### config.mk
export PLATFORM = sky130hd
export DESIGN_NAME = ts_sync_aligner_flat
export DESIGN_NICKNAME = d
export VERILOG_FILES = /design/src/rtl/ts_pkg.sv /design/src/rtl/ts_sync_aligner_if.sv /design/src/rtl/ts_sync_aligner.sv /design/src/flat_wrapper.sv
export SDC_FILE = /design/constraint.sdc
export NUM_CORES = 1
export LEC_CHECK = 0
export BUFFER_PORTS_ARGS = -buffer_cell sky130_fd_sc_hd__buf_2
export CAP_MARGIN = 20
export CELL_PAD_IN_SITES_DETAIL_PLACEMENT = 0
export CELL_PAD_IN_SITES_GLOBAL_PLACEMENT = 1
export CORE_ASPECT_RATIO = 0.6
export CORE_MARGIN = 10
export CORE_UTILIZATION = 47
export DETAILED_ROUTE_END_ITERATION = 10
export PLACE_DENSITY_LB_ADDON = 0.1
export SYNTH_ARGS = -nofsm -noshare
export SYNTH_HDL_FRONTEND = slang
export SYNTH_SLANG_ARGS = --single-unit
### constraint.sdc
create_clock -name mpeg_clk -period 4 [get_ports mpeg_clk]
set_input_delay 0.4 -clock mpeg_clk [delete_from_list [all_inputs] [get_ports mpeg_clk]]
set_output_delay 0.4 -clock mpeg_clk [all_outputs]
set_load 0.05 [all_outputs]
### src/rtl/ts_pkg.sv
// ts_pkg
// Purpose: constants and types shared by the TS sync aligner and the downstream
//          replacer stage, so both agree on the packet size and the sync byte.
// Contents: TS_PACK_BYTE_SIZE, TS_SYNC_BYTE, the aligner state type and a
//           byte-position increment helper that wraps at the packet boundary.
package ts_pkg;

  localparam int         TS_PACK_BYTE_SIZE = 188;
  localparam logic [7:0] TS_SYNC_BYTE      = 8'h47;
  localparam logic [7:0] TS_LAST_POS       = 8'(TS_PACK_BYTE_SIZE - 1);

  typedef enum logic [1:0] {
    HUNT   = 2'd0,
    VERIFY = 2'd1,
    LOCKED = 2'd2
  } ts_state_e;

  function automatic logic [7:0] ts_pos_inc(input logic [7:0] pos);
    return (pos == TS_LAST_POS) ? 8'd0 : pos + 8'd1;
  endfunction

endpackage

### src/rtl/ts_sync_aligner_if.sv
// ts_sync_aligner_if
// Purpose: byte-stream bundle between the front end, the sync aligner and the
//          replacer stage.
// Signals:
//   raw_data   [7:0]  unaligned TS byte from the front end
//   raw_valid         raw_data qualifier, one byte per cycle when high
//   mpeg_data  [7:0]  aligned byte to the replacer stage
//   mpeg_valid        mpeg_data qualifier
//   mpeg_sync         high on the packet-start byte only
// Modports: master = stream source / observer, slave = the aligner.
interface ts_sync_aligner_if;

  logic [7:0] raw_data;
  logic       raw_valid;
  logic [7:0] mpeg_data;
  logic       mpeg_valid;
  logic       mpeg_sync;

  modport master (
    output raw_data, raw_valid,
    input  mpeg_data, mpeg_valid, mpeg_sync
  );

  modport slave (
    input  raw_data, raw_valid,
    output mpeg_data, mpeg_valid, mpeg_sync
  );

endinterface

### src/rtl/ts_sync_aligner.sv
// ts_sync_aligner
// Purpose: finds 188-byte TS packet alignment in a raw byte stream, locks after
//          LOCK_COUNT consecutive sync bytes, drops lock after UNLOCK_COUNT
//          consecutive missing syncs, and forwards aligned bytes with a
//          packet-start marker. All outputs are registered (1-cycle latency).
// Ports:
//   mpeg_clk         sole clock, rising edge
//   mpeg_reset       asynchronous active-high reset
//   bus (slave)      raw_* in, mpeg_* out (see ts_sync_aligner_if)
//   locked           high while in LOCKED
//   packet_count     forwarded packet starts since reset, wraps
//   sync_loss_count  LOCKED->HUNT transitions since reset, saturates
//
// state  | meaning
// HUNT   | searching every valid byte for a sync byte candidate
// VERIFY | candidate found, checking for sync at each 188-byte boundary
// LOCKED | aligned; forwarding bytes, counting missed syncs
module ts_sync_aligner
  import ts_pkg::*;
#(
  parameter int LOCK_COUNT   = 3,
  parameter int UNLOCK_COUNT = 3
) (
  input  logic                mpeg_clk,
  input  logic                mpeg_reset,
  ts_sync_aligner_if.slave    bus,
  output logic                locked,
  output logic [31:0]         packet_count,
  output logic [15:0]         sync_loss_count
);

  localparam logic [3:0] LOCK_CNT   = 4'(LOCK_COUNT);
  localparam logic [3:0] UNLOCK_CNT = 4'(UNLOCK_COUNT);

  ts_state_e   r_state, w_state_nxt;
  logic [7:0]  r_pos, w_pos_nxt;
  logic [3:0]  r_hits, w_hits_nxt;
  logic [3:0]  r_misses, w_misses_nxt;

  logic [7:0]  r_mpeg_data;
  logic        r_mpeg_valid;
  logic        r_mpeg_sync;
  logic        r_locked;
  logic [31:0] r_packet_count;
  logic [15:0] r_sync_loss_count;

  logic        w_fwd;
  logic        w_sync;
  logic        w_loss;
  logic        w_is_sync;
  logic        w_at_start;
  logic [3:0]  w_hits_inc;
  logic [3:0]  w_misses_inc;

  always_comb begin
    w_state_nxt  = r_state;
    w_pos_nxt    = r_pos;
    w_hits_nxt   = r_hits;
    w_misses_nxt = r_misses;
    w_fwd        = 1'b0;
    w_sync       = 1'b0;
    w_loss       = 1'b0;
    w_is_sync    = (bus.raw_data == TS_SYNC_BYTE);
    w_at_start   = (r_pos == 8'd0);
    w_hits_inc   = r_hits + 4'd1;
    w_misses_inc = r_misses + 4'd1;

    if (bus.raw_valid) begin
      case (r_state)
        HUNT: begin
          if (w_is_sync) begin
            w_state_nxt = VERIFY;
            w_pos_nxt   = 8'd1;
            w_hits_nxt  = 4'd1;
          end
        end

        VERIFY: begin
          w_pos_nxt = ts_pos_inc(r_pos);
          if (w_at_start) begin
            if (w_is_sync) begin
              w_hits_nxt = w_hits_inc;
              // The byte completing verification is itself the first forwarded sync.
              if (w_hits_inc == LOCK_CNT) begin
                w_state_nxt  = LOCKED;
                w_misses_nxt = 4'd0;
                w_fwd        = 1'b1;
                w_sync       = 1'b1;
              end
            end else begin
              // Failed boundary byte is discarded, not re-examined as a candidate.
              w_state_nxt = HUNT;
              w_pos_nxt   = 8'd0;
              w_hits_nxt  = 4'd0;
            end
          end
        end

        LOCKED: begin
          w_pos_nxt = ts_pos_inc(r_pos);
          w_fwd     = 1'b1;
          w_sync    = w_at_start;
          if (w_at_start) begin
            if (w_is_sync) begin
              w_misses_nxt = 4'd0;
            end else if (w_misses_inc == UNLOCK_CNT) begin
              // The unlocking byte is swallowed.
              w_state_nxt  = HUNT;
              w_pos_nxt    = 8'd0;
              w_hits_nxt   = 4'd0;
              w_misses_nxt = 4'd0;
              w_fwd        = 1'b0;
              w_sync       = 1'b0;
              w_loss       = 1'b1;
            end else begin
              w_misses_nxt = w_misses_inc;
            end
          end
        end

        default: begin
          w_state_nxt = HUNT;
          w_pos_nxt   = 8'd0;
          w_hits_nxt  = 4'd0;
        end
      endcase
    end
  end

  always_ff @(posedge mpeg_clk or posedge mpeg_reset) begin
    if (mpeg_reset) begin
      r_state  <= HUNT;
      r_pos    <= 8'd0;
      r_hits   <= 4'd0;
      r_misses <= 4'd0;
    end else begin
      r_state  <= w_state_nxt;
      r_pos    <= w_pos_nxt;
      r_hits   <= w_hits_nxt;
      r_misses <= w_misses_nxt;
    end
  end

  always_ff @(posedge mpeg_clk or posedge mpeg_reset) begin
    if (mpeg_reset) begin
      r_mpeg_data       <= 8'd0;
      r_mpeg_valid      <= 1'b0;
      r_mpeg_sync       <= 1'b0;
      r_locked          <= 1'b0;
      r_packet_count    <= 32'd0;
      r_sync_loss_count <= 16'd0;
    end else begin
      r_mpeg_valid <= w_fwd;
      r_mpeg_sync  <= w_sync;
      r_locked     <= (w_state_nxt == LOCKED);
      if (w_fwd) begin
        r_mpeg_data <= bus.raw_data;
      end
      if (w_fwd && w_sync) begin
        r_packet_count <= r_packet_count + 32'd1;
      end
      if (w_loss && (r_sync_loss_count != 16'hFFFF)) begin
        r_sync_loss_count <= r_sync_loss_count + 16'd1;
      end
    end
  end

  assign bus.mpeg_data    = r_mpeg_data;
  assign bus.mpeg_valid   = r_mpeg_valid;
  assign bus.mpeg_sync    = r_mpeg_sync;
  assign locked           = r_locked;
  assign packet_count     = r_packet_count;
  assign sync_loss_count  = r_sync_loss_count;

endmodule

### src/flat_wrapper.sv
// flat-port wrapper written by rule: the top's interface ports become plain ports
module ts_sync_aligner_flat import ts_pkg::*;
#(
  parameter int LOCK_COUNT   = 3,
  parameter int UNLOCK_COUNT = 3
)
  (mpeg_clk, mpeg_reset, locked, packet_count, sync_loss_count, bus_raw_data, bus_raw_valid, bus_mpeg_data, bus_mpeg_valid, bus_mpeg_sync);
  ts_sync_aligner_if bus_i ();
  input  logic mpeg_clk;
  input  logic mpeg_reset;
  output logic locked;
  output logic [31:0] packet_count;
  output logic [15:0] sync_loss_count;
  input wire logic [$bits(bus_i.raw_data)-1:0] bus_raw_data;
  input wire logic [$bits(bus_i.raw_valid)-1:0] bus_raw_valid;
  output wire logic [$bits(bus_i.mpeg_data)-1:0] bus_mpeg_data;
  output wire logic [$bits(bus_i.mpeg_valid)-1:0] bus_mpeg_valid;
  output wire logic [$bits(bus_i.mpeg_sync)-1:0] bus_mpeg_sync;
  assign bus_i.raw_data = bus_raw_data;
  assign bus_i.raw_valid = bus_raw_valid;
  assign bus_mpeg_data = bus_i.mpeg_data;
  assign bus_mpeg_valid = bus_i.mpeg_valid;
  assign bus_mpeg_sync = bus_i.mpeg_sync;
  ts_sync_aligner #(.LOCK_COUNT(LOCK_COUNT), .UNLOCK_COUNT(UNLOCK_COUNT)) u_core (.mpeg_clk(mpeg_clk), .mpeg_reset(mpeg_reset), .bus(bus_i), .locked(locked), .packet_count(packet_count), .sync_loss_count(sync_loss_count));
endmodule
==> qor.yml <==
outcome: "finished, final reports clean"
grt-ovfl-total: 0
worst_slack_ns: 1.47
antenna_cells: 0
worstSetupStartpointType: "flop"
drive_above_1_share_pct: 24.3
met1_usage_pct: 23.1
cts_buffers: 9
holdCritPathClass: "input pin to async pin"
synth.distinct_cells: 53
seqPwrFrac_pct: 43.3
ant_nets: 0
use_met2_pct: 21.0
leakagePower_nw: 2.47
cp_num_buf_inv: 0
grt_usage_pct: 16.0
ys_seq_area_share_pct: 47.6
path_delay_family: "simple AND/OR/NAND/NOR gates"
finalHoldViolCount: 0
ys_ff_latch: 77
globalRouteMet3Util_pct: 6.59
die_w_um: 140
fin_crit_sh_pct: 63.3
grt_pass1_vias: 3194
drt-pass1-iter-count: 4
dpl.hpwl_um: 7360
synth_ff_type: "dfrtp_1"
cts_resized: 0
initial_core_util_pct: 47.9
rows: 26
area_delta_synth_final_pct: 19.3
rsz0062_at_grt: "false"
dr.first_iter.drc_count: 180
routedWlPerCell_um: 17.0
max_stage_delay_ns: 0.46
async_flop_share_pct: 100
p_switching_w: 0.000481
io_pins: 70
syn_nets: 413
p_clk_share_pct: 45.8
clockRootBuffer: "clkbuf_16"
yosysTopAreaCellShare_pct: 47.6
finClkSkew_ns: 0.00499
port_buffers: 69
ys_warn_count: 0
crit_required_ns: 4.22
switching_share_pct: 25.6
period_needed_ns: 2.53
holdBufCountCts: 0
die_height_um: 91.9
p_int_w: 0.00140
slew_viol_final: 0
clk_pin_slew_ns: 0.06
tightest_slew_ns: 0.648
syn_area_um2: 4050
drv_cap: 0
via_per_inst: 5.50
comb_power_share_pct: 10.9
post_cts_buffers: 0
grt_antenna_before_repair: 0
synth.avg_cell_area_um2: 10.4
grt_pass1_wl_um: 17000
crit_fanout: 12
setup_viol: 0
cp.arrival_ns: 2.75
clk_latency_ns: 0.33
wl_um: 9880
fmax_ghz: 0.395
cp_slowest_cell: "nor3_1"
worstPathCellList: "nor3_1 > nand3_1 > nand4bb_1 > a21o_1 > or3_1 > xnor2_1"
placed_area_um2: 4510
finalPower_w: 0.00188
ctsHtreeMaxLevel: 3
fin_area_um2: 4830
ir_drop_v: 0.000202
p_per_area_nw_per_um2: 390
finalSetupTns_ns: 0
place_congestion: 0.814
cts_max_path_buffers: 2
synth_area_leaders: "dfrtp_1 48%, xnor2_1 6.3%, nand2_1 4.0%"
postSynthCellCount: 390
relSlewSlack_pct: 56.7
cts_tree: "done"
fp.coreArea_um2: 8460
cp-end-kind: "flop"
dieArea_um2: 12800
synth_top_cell_by_area: "dfrtp_1"
worst_r2r_path_depth: 6
globalRoute.busiestLayer: "met1"
synth_edf_count: 0
clock_sinks: 77
vias: 3200
post-place-ws_ns: 1.43
critical_path_class: "flop to flop"
crit_cells: 6
grt_max_degree: 31
route.detailed.drc: 0
layout.nets: 488
## final timing paths
path | startpoint | endpoint | slack, ns
min in group mpeg_clk | bus_raw_data[3] | u_core.bus.mpeg_data[3]$_DFFE_PP0P_ | 0.32
max in group asynchronous | mpeg_reset | u_core.packet_count[7]$_DFFE_PP0P_ | 3.02
setup reg to reg | u_core.r_pos[2]$_DFFE_PP0P_ | u_core.packet_count[8]$_DFFE_PP0P_ | 1.47
hold / removal | mpeg_reset | u_core.sync_loss_count[11]$_DFFE_PP0P_ | 0.15
setup / recovery | u_core.r_pos[2]$_DFFE_PP0P_ | u_core.packet_count[8]$_DFFE_PP0P_ | 1.47
hold reg to reg | u_core.packet_count[31]$_DFFE_PP0P_ | u_core.packet_count[31]$_DFFE_PP0P_ | 0.48
## placed cells by master (no fill, tap or decap), drive strengths merged, types with 2 or more instances in the layout
cell and count:
buf 73, nor2 14, clkbuf 12, o31ai 5, a41oi 2, mux2 8, nor4b 3, and2 7
inv 14, clkinvlp 2, nand2 43, dfrtp 77, or4 2, and3 14, a21oi 8, o211ai 3
xnor2 29, nand4 20, nand3 26, and4 6, or3 5, o21ai 10, xor2 17, nor3 22
a211o 3, a21o 7, or2 2, ha 12, nand2b 3, nand4bb 2, nor4 4, nor3b 2
## cell type report
cell class,count,area [µm²]
clock buffer,12,267
timing repair buffer,73,375
tap,112,140
clock inverter,4,53.8
inverter,13,48.8
multi-input combinational,291,2020
fill,766,3630
sequential,77,1930
## cell usage after synthesis (2+ instances only)
| cell type | n |
|---|---|
| a21oi_1 | 8 |
| ha_1 | 12 |
| buf_6 | 2 |
| inv_1 | 13 |
| and4_1 | 6 |
| nand2_1 | 43 |
| nand3_1 | 25 |
| or2_2 | 2 |
| nor3_2 | 4 |
| nor3b_1 | 2 |
| a21o_1 | 7 |
| o31ai_1 | 4 |
| nor2_1 | 14 |
| mux2_2 | 8 |
| xor2_1 | 17 |
| nor4_4 | 2 |
| dfrtp_1 | 77 |
| and2_1 | 7 |
| a41oi_1 | 2 |
| nand4bb_1 | 2 |
| o21ai_0 | 9 |
| o211ai_1 | 3 |
| or4_1 | 2 |
| a211o_1 | 3 |
| nor3_1 | 18 |
| nand4_1 | 20 |
| or3_1 | 5 |
| and3_1 | 14 |
| nand2b_1 | 3 |
| xnor2_1 | 29 |
| clkbuf_1 | 5 |
## cells by family (layout without fill, tap and decap cells)
kind of cell | Yosys count | after routing | synth area share [%]
simple gates | 181 | 181 | 26.4
flops | 77 | 77 | 47.6
xor+xnor | 46 | 46 | 9.95
compound gates | 44 | 44 | 7.60
buf+inv | 22 | 102 | 2.53
fa+ha+maj | 12 | 12 | 3.71
mux | 8 | 8 | 2.23
## sequential cells by signal (all words and copies together), names as in the netlist, 2 cells and up
name	cells
u_core.bus.mpeg_data	8
u_core.r_hits	4
u_core.sync_loss_count	16
u_core.packet_count	32
u_core.r_misses	4
u_core.r_state	2
u_core.r_pos	8
## stage by stage
stage          hold slack, ns  instances  util (%)
6_report                0.148        582      57.1
5_1_grt                 0.195        582      57.1
4_1_cts                 0.172        582      57.1
3_5_place_dp            0.459        566      53.3
3_3_place_gp            0.453        566      53.3
2_1_floorplan           0.499        390         -
## power by group through the flow
stage | clock (W) | sequential (W) | combinational (W)
global route | 0.000926 | 0.000818 | 0.000229
CTS | 0.000885 | 0.000815 | 0.000205
global placement | 0 | 0.000829 | 0.000201
floorplan | 0 | 0.000831 | 0.000152
finish | 0.000862 | 0.000816 | 0.000204
detailed placement | 0 | 0.000830 | 0.000203
## metal layers
| layer | part of all wire (%) | wire (µm) | vias to the layer above |
|---|---|---|---|
| met4 | 0.65 | 64 | 0 |
| met1 | 52 | 5110 | 1549 |
| li1 | - | - | 1556 |
| met2 | 40 | 3950 | 90 |
| met5 | 0 | 0 | - |
| met3 | 7.5 | 744 | 5 |
Note: power is estimated with default switching activity, not from simulation.
